$ cat src/rtl/spi_reg_slave.sv
// spi_reg_slave: SPI slave front end that decodes 16-bit frames into register
// read/write cycles and serialises read data back on miso.
module spi_reg_slave #(
    parameter int ADDR_W      = 7,
    parameter int SYNC_STAGES = 2
) (
    input  logic              clk,
    input  logic              reset,
    input  logic              sclk,
    input  logic              ss,
    input  logic              mosi,
    output logic              miso,
    output logic              spioe,
    output logic [ADDR_W-1:0] reg_addr,
    output logic [7:0]        reg_wdata,
    output logic              reg_wr,
    output logic              reg_rd,
    input  logic [7:0]        reg_rdata,
    output logic              frame_err
);
    typedef enum logic [1:0] {IDLE, ADDR, DATA, DONE} state_t;
    state_t state, state_n;
    logic [SYNC_STAGES-1:0] sclk_q, ss_q, mosi_q;
    logic sclk_d, rise, ss_s, mosi_s;
    logic armed, rnw, rd_d, loaded, addr_end, last, abort;
    logic [3:0] bitcnt;
    logic [6:0] sr;
    logic [7:0] sh, byte_n;

    // No reset on the synchronisers: a reset while ss is high must not look like a fresh ss edge
    always_ff @(posedge clk) begin
        sclk_q <= {sclk_q[SYNC_STAGES-2:0], sclk};
        ss_q   <= {ss_q[SYNC_STAGES-2:0], ss};
        mosi_q <= {mosi_q[SYNC_STAGES-2:0], mosi};
        sclk_d <= sclk_q[SYNC_STAGES-1];
    end

    assign ss_s     = ss_q[SYNC_STAGES-1];
    assign mosi_s   = mosi_q[SYNC_STAGES-1];
    assign rise     = sclk_q[SYNC_STAGES-1] & ~sclk_d;
    assign byte_n   = {sr, mosi_s};
    assign addr_end = state == ADDR && rise && bitcnt == 4'd7;
    assign last     = state == DATA && rise && bitcnt == 4'd15;
    assign abort    = (state == ADDR || state == DATA) && !ss_s && !last;
    assign spioe    = state == DATA && rnw && loaded;
    assign miso     = spioe & sh[7];

    always_ff @(posedge clk) begin
        if (reset)
            state <= IDLE;
        else
            state <= state_n;
    end

    always_comb begin
        state_n = state;
        case (state)
            IDLE: state_n = (ss_s && armed) ? ADDR : IDLE;
            ADDR: state_n = !ss_s ? IDLE : addr_end ? DATA : ADDR;
            DATA: state_n = last ? (ss_s ? DONE : IDLE) : !ss_s ? IDLE : DATA;
            DONE: state_n = ss_s ? DONE : IDLE;
        endcase
    end

    always_ff @(posedge clk) begin
        if (reset) begin
            bitcnt    <= '0;
            sr        <= '0;
            sh        <= '0;
            rnw       <= 1'b0;
            rd_d      <= 1'b0;
            loaded    <= 1'b0;
            armed     <= 1'b0;
            reg_addr  <= '0;
            reg_wdata <= '0;
            reg_wr    <= 1'b0;
            reg_rd    <= 1'b0;
            frame_err <= 1'b0;
        end else begin
            reg_wr    <= last && !rnw;
            reg_rd    <= addr_end && byte_n[7];
            rd_d      <= reg_rd;
            armed     <= armed | ~ss_s;
            frame_err <= frame_err | abort;
            if (state == IDLE)
                bitcnt <= '0;
            else if (rise && (state == ADDR || state == DATA)) begin
                bitcnt <= bitcnt + 4'd1;
                sr     <= byte_n[6:0];
            end
            if (addr_end) begin
                reg_addr <= byte_n[ADDR_W-1:0];
                rnw      <= byte_n[7];
            end
            if (last && !rnw)
                reg_wdata <= byte_n;
            // Bank answers one cycle after reg_rd, so load from the delayed strobe
            if (rd_d) begin
                sh     <= reg_rdata;
                loaded <= 1'b1;
            end else begin
                if (state != DATA)
                    loaded <= 1'b0;
                if (rise && state == DATA && loaded)
                    sh <= {sh[6:0], 1'b0};
            end
        end
    end
endmodule

$ cat config.mk
export PLATFORM = sky130hd
export DESIGN_NAME = spi_reg_slave
export DESIGN_NICKNAME = d
export VERILOG_FILES = /design/src/rtl/spi_reg_slave.sv
export SDC_FILE = /design/constraint.sdc
export NUM_CORES = 1
export LEC_CHECK = 0
export ABC_CLOCK_PERIOD_IN_PS = 1400
export CELL_PAD_IN_SITES_DETAIL_PLACEMENT = 1
export CELL_PAD_IN_SITES_GLOBAL_PLACEMENT = 2
export CORE_MARGIN = 10
export CORE_UTILIZATION = 34
export CTS_CLUSTER_DIAMETER = 60
export DETAILED_ROUTE_END_ITERATION = 7
export DONT_BUFFER_PORTS = 1
export PLACE_DENSITY = 0.77
export SLEW_MARGIN = 40
export SYNTH_ARGS = -nofsm -noshare
export SYNTH_HDL_FRONTEND = slang
export SYNTH_SLANG_ARGS = --single-unit
$ cat constraint.sdc
create_clock -name clk -period 1.4 [get_ports clk]
set_input_delay 0.28 -clock clk [delete_from_list [all_inputs] [get_ports clk]]
set_output_delay 0.28 -clock clk [all_outputs]
set_load 0.02 [all_outputs]
# == Word-level counts from Yosys, hierarchy flattened ==
# Index checks and enable logic that the tools add are counted.
# totals
output_inout_bits,20
input_bits,13
reg_bits,50
wordCells,64
# classes
n_reduce_logical,22
n_eq_ne,6
n_addsub,1
mux,11
n_bitwise,7
# ops
operator,count
8-bit 2-to-1 mux,2
1-bit logical AND,13
2-bit 2-to-1 mux,5
2-bit one-hot mux with 4 select lines,1
"4-bit by 1-bit adder with 4-bit output, second input constant",1
"2-bit == test, second input constant",2
"4-bit by 3-bit == test with 1-bit output, second input constant",1
"4-bit == test, second input constant",1
2-bit nonzero test,2
1-bit logical NOT,3
1-bit 2-to-1 mux,3
1-bit inverter,3
1-bit bitwise AND,2
"2-bit by 1-bit == test with 1-bit output, second input constant",1
2-bit logical NOT,1
"2-bit != test, second input constant",1
1-bit OR,2
2-bit AND reduction,1
2-bit OR reduction,1
1-bit logical OR,1

# == Logic depth before layout (Yosys ltp) ==
# Gate-level depths: netlist (run 1).
# depth
word_depth,7
ltp_mapped,6
depth_no_buf,5

# == Worst setup path before layout (run 1) ==
# No wires, ideal clock.
# synth_timing
path_kind,reg2out
from,register state[0]
to,output port miso
arrival_ns,1.158
path_stages_with_launch,5
setup_slack_ns,-0.038
required_time_ns,1.120
path_buffers,0
cell_sequence,dfxtp_1 > inv_1 > ha_1 > and3_1 > and2_1
# synth_between
elab_chain_cells,4
# synth_lines
element,line_no,source
from (decl),22,"state_t state, state_n;"
from (signal assigned),52,state <= state_n;
2-bit == test,45,assign spioe = state == DATA && rnw && loaded;
1-bit logical AND (2 in series),45,
via spioe,13,"output logic spioe,"
1-bit bitwise AND,46,assign miso = spioe & sh[7];
to (decl),12,"output logic miso,"
# The timed path passes the listed nets, and every way through them passes these cells.

# == Worst setup path after layout (run 1) ==
# layout_timing
from,register state[0]
to,output port miso
# layout_between
elab_chain_cells,4
# layout_lines
element,line_no
2-bit == test,45
1-bit logical AND (2 in series),45
1-bit bitwise AND,46
# No other way between the ends.

==> results of run 1 <==
## cell type report
cell class	count	area (um^2)	area share
Tap cell	72	90.09	0.03613
Sequential cell	50	1011	0.4054
Timing Repair Buffer	19	177.7	0.07125
Inverter	5	23.77	0.009533
Clock buffer	6	82.58	0.03312
Multi-Input combinational cell	135	1109	0.4446
## logic make-up (layout without fill, tap and decap cells)
family                     count (synthesis)  count (layout)  share of synthesized area
xor gates and xnor gates                   2               2                   0.008896
muxes                                     16              16                    0.08132
AOI/OAI and AO/OA                         48              48                     0.1372
adders and majority gates                  5               5                    0.03177
and+or+nand+nor                           64              64                     0.1951
DFF                                       50              50                     0.5083
buffers and inverters                     18              30                    0.03749
## metal layers
| metal | vias up | track usage | wire, um |
|---|---|---|---|
| li1 | 732 | - | - |
| met1 | 737 | 0.1214 | 2092 |
| met2 | 23 | 0.1878 | 2689 |
| met3 | 5 | 0.03813 | 279 |
| met4 | 0 | 0.03071 | 41 |
| met5 | - | 0 | 0 |
## state kept, by name, summed over array words and instances (netlist names), 2 cells and up
signal     count
ss_q           2
bitcnt         4
state          2
reg_addr       7
sclk_q         2
mosi_q         2
reg_wdata      8
sh             8
sr             7
## metrics by stage
step / worst slack, ns / hold WS, ns / power [mW]
floorplan: 0.00003320 / 0.3077 / 1.528
global placement: -0.02712 / 0.3078 / 1.527
detailed placement: -0.1564 / 0.3078 / 1.530
CTS: -0.1028 / 0.003752 / 2.359
global route: -0.1444 / 0.01672 / 2.451
finish: -0.1028 / 0.04897 / 2.328
## cells in the final DEF (no fill, tap or decap), types with 2 or more instances in the layout
| cell | netlist | final |
|---|---|---|
| inv_1 | 5 | 3 |
| nand2b_1 | 18 | 17 |
| nand2_1 | 9 | 4 |
| inv_4 | 0 | 2 |
| nor2_1 | 8 | 8 |
| nand3_1 | 10 | 10 |
| a211oi_1 | 9 | 2 |
| mux2i_1 | 16 | 12 |
| o21ai_1 | 0 | 10 |
| buf_6 | 0 | 4 |
| dfxtp_2 | 0 | 5 |
| dfxtp_1 | 50 | 44 |
| o21ai_0 | 18 | 7 |
| dlygate4sd3_1 | 0 | 3 |
| mux2i_2 | 0 | 3 |
| nand2_2 | 0 | 4 |
| ha_4 | 0 | 4 |
| a211oi_2 | 0 | 7 |
| nor2b_1 | 3 | 2 |
| a21oi_1 | 19 | 11 |
| a21oi_2 | 0 | 8 |
| clkbuf_8 | 0 | 6 |
| buf_4 | 1 | 11 |
| nor3_1 | 4 | 4 |
| nand4b_1 | 2 | 2 |
## final timing paths
path	slack, ns	depth (start not counted)	to
worst min register to register	0.33	0	sclk_q[1]
worst max-delay path	-0.10	4	miso
worst max register to register	-0.06	7	sh[5]
worst min-delay path	0.05	1	sr[1]
## worst register-to-register path, cell delays in order (launching register included)
cell and delay, ns:
dfxtp_2 0.37, inv_4 0.05, ha_4 0.16, buf_4 0.13
nand4b_1 0.10, buf_6 0.18, mux2i_2 0.24, a211oi_2 0.09
## repair_timing
action,CTS,global route
pin swaps,9,9
setup endpoints to repair,31,36
buffers inserted,2,2
gates resized for setup,25,45
endpoints found under the hold margin,1,2
hold buffers,1,2
## power by group through the flow
stage / sequential (mW) / clock, mW / combinational, mW
2_1_floorplan: 1.48 / 0 / 0.0493
3_3_place_gp: 1.48 / 0 / 0.0449
3_5_place_dp: 1.48 / 0 / 0.0470
4_1_cts: 1.45 / 0.853 / 0.0562
5_1_grt: 1.45 / 0.921 / 0.0772
6_report: 1.45 / 0.807 / 0.0715
==> results_dict.tcl, run 1 <==
set metrics [dict create \
    p_sw_frac 0.2020 \
    status "complete, but fails checks" \
    utilization 0.4474 \
    grt_setup_unrepaired "true" \
    core_um2 5574 \
    cp_cell_sequence "inv_4 -> ha_4 -> and3_4 -> and2_4" \
    ys_warn_count 0 \
    path_delay_family "flip-flops" \
    track_usage 0.1079 \
    layout-drive-gt1-share 0.3256 \
    grt_pass1_vias 1564 \
    clk_pin_slew_ns 0.09 \
    maxCapViolCount 0 \
    ys_top_cells_by_count "50 x dfxtp_1, 19 x a21oi_1, 18 x nand2b_1, 18 x o21ai_0, 16 x mux2i_1" \
    synth_seq_cells 50 \
    hp-start "reset" \
    firstDrtPassIters 3 \
    drv_slew 0 \
    dpl_cell_area_um2 2113 \
    wl_um 5103 \
    drc 0 \
    synth_edf_count 0 \
    grt_pass1_wl_um 7941 \
    power_frac_comb 0.031 \
    rows 27 \
    synth_nets 221 \
    fin_area_um2 2494 \
    synth_top_area_share 0.5083 \
    antenna_cells 0 \
    clockRootBuffer "clkbuf_8" \
    yosys.cell_types.count 30 \
    dp.cells 274 \
    antenna_found_initial 0 \
    path_buf_inv 1 \
    violations "setup timing" \
    grt.overflow.total 0 \
    start_kind "flop" \
    critical_path_class "flop to primary output" \
    worst_slew_pin_slew_ns 0.5236 \
    htreeDepth 2 \
    syn_avg_cell_area_um2 9.701 \
    worstHoldPathType "input pin to flop" \
    cts_sinks 50 \
    fin_crit_sh 1.073 \
    cts_inserted_buffers 5 \
    nFillCells 618 \
    wl_per_cell_um 17.78 \
    p_leak_nw 0.8713 \
    p_int_mw 1.858 \
    finClkSkew_ns 0.009113 \
    synth.most_common_cell "dfxtp_1" \
    finalWorstSetupSlack_ns -0.1028 \
    ios 33 \
    port-buffer-count 0 \
    initial_utilization 0.3533 \
    async_flop_share 0 \
    power_switching_uw 470.2 \
    startpoint "state[0]" \
    slew_headroom 0.6505 \
    max_stage_delay_ns 0.37 \
    die_height_um 96.11 \
    die_w_um 96.11 \
    dr_total_vias 1497 \
    max_clock_freq_mhz 665.4 \
    r2r_start "state[0]" \
    ys_seq_area_frac 0.5083 \
    place.gp.congestion 0.7848 \
    setup_tns_ns -0.4820 \
    clkPwrFrac 0.346 \
    ir_drop_uv 464.4 \
    synth_cells 203 \
    dp_hpwl_um 3417 \
    power_density_nw_per_um2 933.5 \
    synthesis.area_um2 1969 \
    drt_iter0_drc 55 \
    slowest_stage "dfxtp_2" \
    critPathRequiredTime_ns 1.12 \
    final_cells 287 \
    clock_path_buffers 2 \
    yosysTopAreaCell "dfxtp_1" \
    nNetsFinal 234 \
    cts_tree "built" \
    areaGrowthSynthToFinish_pct 26.62 \
    clock_latency_ns 0.29 \
    critPathCaptureType "primary output" \
    critPathMaxFanout 3 \
    fin_crit_ns 1.503 \
    ys.flop_type "dfxtp_1" \
    viasPerCell 5.216 \
    timing.final.hold_violations 0 \
    pwr-share-seq 0.623 \
    crit_arrival_ns 1.22 \
    grt_max_degree 51 \
    synthTopCellsByArea "dfxtp_1 51%, mux2i_1 8.1%, nand2b_1 5.7%" \
    setup_viol 11 \
    drtAntennaViolNets 0 \
    die_area_um2 9236 \
]
Power figures use the tool's default switching activity.
==> run 2, diff against run 1 <==
--- a/config.mk
+++ b/config.mk
@@ -5,11 +5,12 @@
 export SDC_FILE = /design/constraint.sdc
 export NUM_CORES = 1
 export LEC_CHECK = 0
+export ABC_AREA = 1
 export ABC_CLOCK_PERIOD_IN_PS = 1400
 export CELL_PAD_IN_SITES_DETAIL_PLACEMENT = 1
 export CELL_PAD_IN_SITES_GLOBAL_PLACEMENT = 2
 export CORE_MARGIN = 10
-export CORE_UTILIZATION = 34
+export CORE_UTILIZATION = 31
 export CTS_CLUSTER_DIAMETER = 60
 export DETAILED_ROUTE_END_ITERATION = 7
 export DONT_BUFFER_PORTS = 1
==> run 2 against run 1 <==
The run still ends with setup timing left. Sequential cell count unchanged. Sequential power hardly changed. Hold slack worse by 0.0083 ns. Die area up 11%. Setup slack better by 0.059 ns.
==> results_dict.tcl, run 2 <==
set metrics [dict create \
    layout-drive-gt1-share 0.2458 \
    drc 0 \
    synth_nets 291 \
    synth.most_common_cell "nand2_1" \
    violations "setup timing" \
    synth_top_area_share 0.4899 \
    rows 29 \
    ys.flop_type "dfxtp_1" \
    grt_max_degree 18 \
    crit_arrival_ns 1.16 \
    max_stage_delay_ns 0.33 \
    clk_pin_slew_ns 0.09 \
    clock_latency_ns 0.30 \
    yosysTopAreaCell "dfxtp_1" \
    ys_top_cells_by_count "58 x nand2_1, 55 x nor2_1, 50 x dfxtp_1, 25 x inv_1, 18 x nand3_1" \
    critPathRequiredTime_ns 1.12 \
    clkPwrFrac 0.347 \
    place.gp.congestion 0.7311 \
    layout.cells.most_common "nand2_1" \
    drv_slew 0 \
    synthesis.area_um2 2043 \
    critical_path_class "flop to primary output" \
    path_delay_family "flip-flops" \
    largest_registers "reg_wdata: 8 flops, sh: 8 flops" \
    wl_per_cell_um 13.94 \
    utilization 0.4112 \
    max_clock_freq_mhz 692.7 \
    yosys.cell_types.count 25 \
    ys_warn_count 0 \
    die_height_um 101.2 \
    critPathCaptureType "primary output" \
    finalWorstSetupSlack_ns -0.04352 \
    wl_um 5212 \
    hold_ws_ns 0.04064 \
    dp_hpwl_um 3721 \
    met2_usage 0.1660 \
    cts_sinks 50 \
    worst_slew_pin_slew_ns 0.3285 \
    grt.overflow.total 0 \
    synth_seq_cells 50 \
    power_frac_comb 0.043 \
    htreeDepth 2 \
    critPathMaxFanout 3 \
    drtAntennaViolNets 0 \
    die_w_um 101.2 \
    cp_cell_sequence "inv_2 -> ha_4 -> nand2_4 -> nor3_4 -> buf_6" \
    port-buffer-count 0 \
    finClkSkew_ns 0.006375 \
    grt_use_met3 0.03540 \
    viasPerCell 4.730 \
    slew_headroom 0.7790 \
    power_density_nw_per_um2 903.6 \
    setup_viol 4 \
    die_area_um2 10240 \
    cts_inserted_buffers 5 \
    slowest_stage "dfxtp_2" \
    clock_path_buffers 2 \
    path_buf_inv 2 \
    initial_utilization 0.3199 \
    synth_edf_count 0 \
    track_usage 0.1053 \
    p_sw_frac 0.2161 \
    pwr-share-seq 0.610 \
    firstDrtPassIters 4 \
    power_switching_uw 512.9 \
    core_um2 6386 \
    worstHoldPathType "input pin to flop" \
    status "complete, but fails checks" \
    grt_pass1_wl_um 8804 \
    synth_cells 273 \
    clockRootBuffer "clkbuf_8" \
    start_kind "flop" \
    ios 33 \
    maxCapViolCount 0 \
    areaGrowthSynthToFinish_pct 28.54 \
    grt_setup_unrepaired "true" \
    grt_pass1_vias 1776 \
    dr_total_vias 1769 \
    use_met1 0.1327 \
    p_leak_nw 1.036 \
    timing.final.hold_violations 0 \
    nNetsFinal 316 \
    final_cell_mix "54 x nand2_1, 49 x nor2_1, 47 x dfxtp_1" \
    fin_crit_ns 1.444 \
    fin_crit_sh 1.031 \
    antenna_cells 0 \
    async_flop_share 0 \
    antenna_found_initial 0 \
    cts_tree "built" \
    synthTopCellsByArea "dfxtp_1 49%, nand2_1 11%, nor2_1 10%" \
    ys_seq_area_frac 0.4899 \
    drt_iter0_drc 48 \
    syn_avg_cell_area_um2 7.484 \
    top_usage_layer "met2" \
    p_int_mw 1.860 \
    ir_drop_uv 411.6 \
]
## run 2: metrics by stage
| stage | power, mW | worst slack (ns) | std cells | area, um^2 | setup TNS, ns |
|---|---|---|---|---|---|
| after floorplan | 1.529 | 0.07218 | 273 | 2048 | 0 |
| after global placement | 1.552 | -0.04926 | 358 | 2238 | -0.2959 |
| after detailed placement | 1.554 | -0.1489 | 358 | 2238 | -1.175 |
| after CTS | 2.411 | -0.1295 | 371 | 2446 | -0.1516 |
| after global routing | 2.495 | -0.1112 | 374 | 2626 | -1.617 |
| final | 2.373 | -0.04352 | 374 | 2626 | -0.07073 |
## run 2: layout make-up
cell class	instances	area, um^2
inverter	28	105.1
tap	77	96.34
fill	768	3760
clock buffer	6	82.58
multi-input combinational	185	1060
timing repair buffer	28	275.3
sequential	50	1007
## run 2: worst register-to-register path, stage by stage (launching register included)
cell and delay, ns:
dfxtp_2 0.34, inv_2 0.05, buf_4 0.13, ha_4 0.27, nand3_4 0.13, nor2_4 0.23, o21ai_1 0.09, nor2_1 0.09
## run 2: layer usage
layer,wire (um),up-vias
met4,59,0
met3,307,7
met2,2508,23
met1,2336,841
met5,0,-
li1,-,898
## run 2: what timing repair did
item / in CTS / in global routing
gates cloned: 0 / 1
gates resized for setup: 14 / 43
hold endpoints to repair: 3 / 0
setup buffers: 4 / 2
setup endpoints to repair: 18 / 38
pin swaps: 3 / 5
hold buffers: 3 / 0
## run 2: power groups by stage
stage	Combinational [mW]	Clock, mW	Sequential [mW]
floorplan	0.0505	0	1.48
global placement	0.0714	0	1.48
detailed placement	0.0722	0	1.48
CTS	0.0901	0.872	1.45
global route	0.113	0.931	1.45
finish	0.102	0.823	1.45
## run 2: cells by family after synthesis
logic type                 share of synthesized area
AOI/OAI and AO/OA                            0.08512
adders and majority gates                    0.03062
buffers and inverters                        0.08389
DFF                                           0.4899
and+or+nand+nor                               0.3105
## run 2: worst paths after layout
path	start	end	slack, ns	depth (start not counted)
setup / recovery	state[0]	miso	-0.04	5
hold / removal	reset	sh[0]	0.04	1
setup reg to reg	state[0]	sr[4]	0	7
hold reg to reg	mosi_q[0]	mosi_q[1]	0.33	0
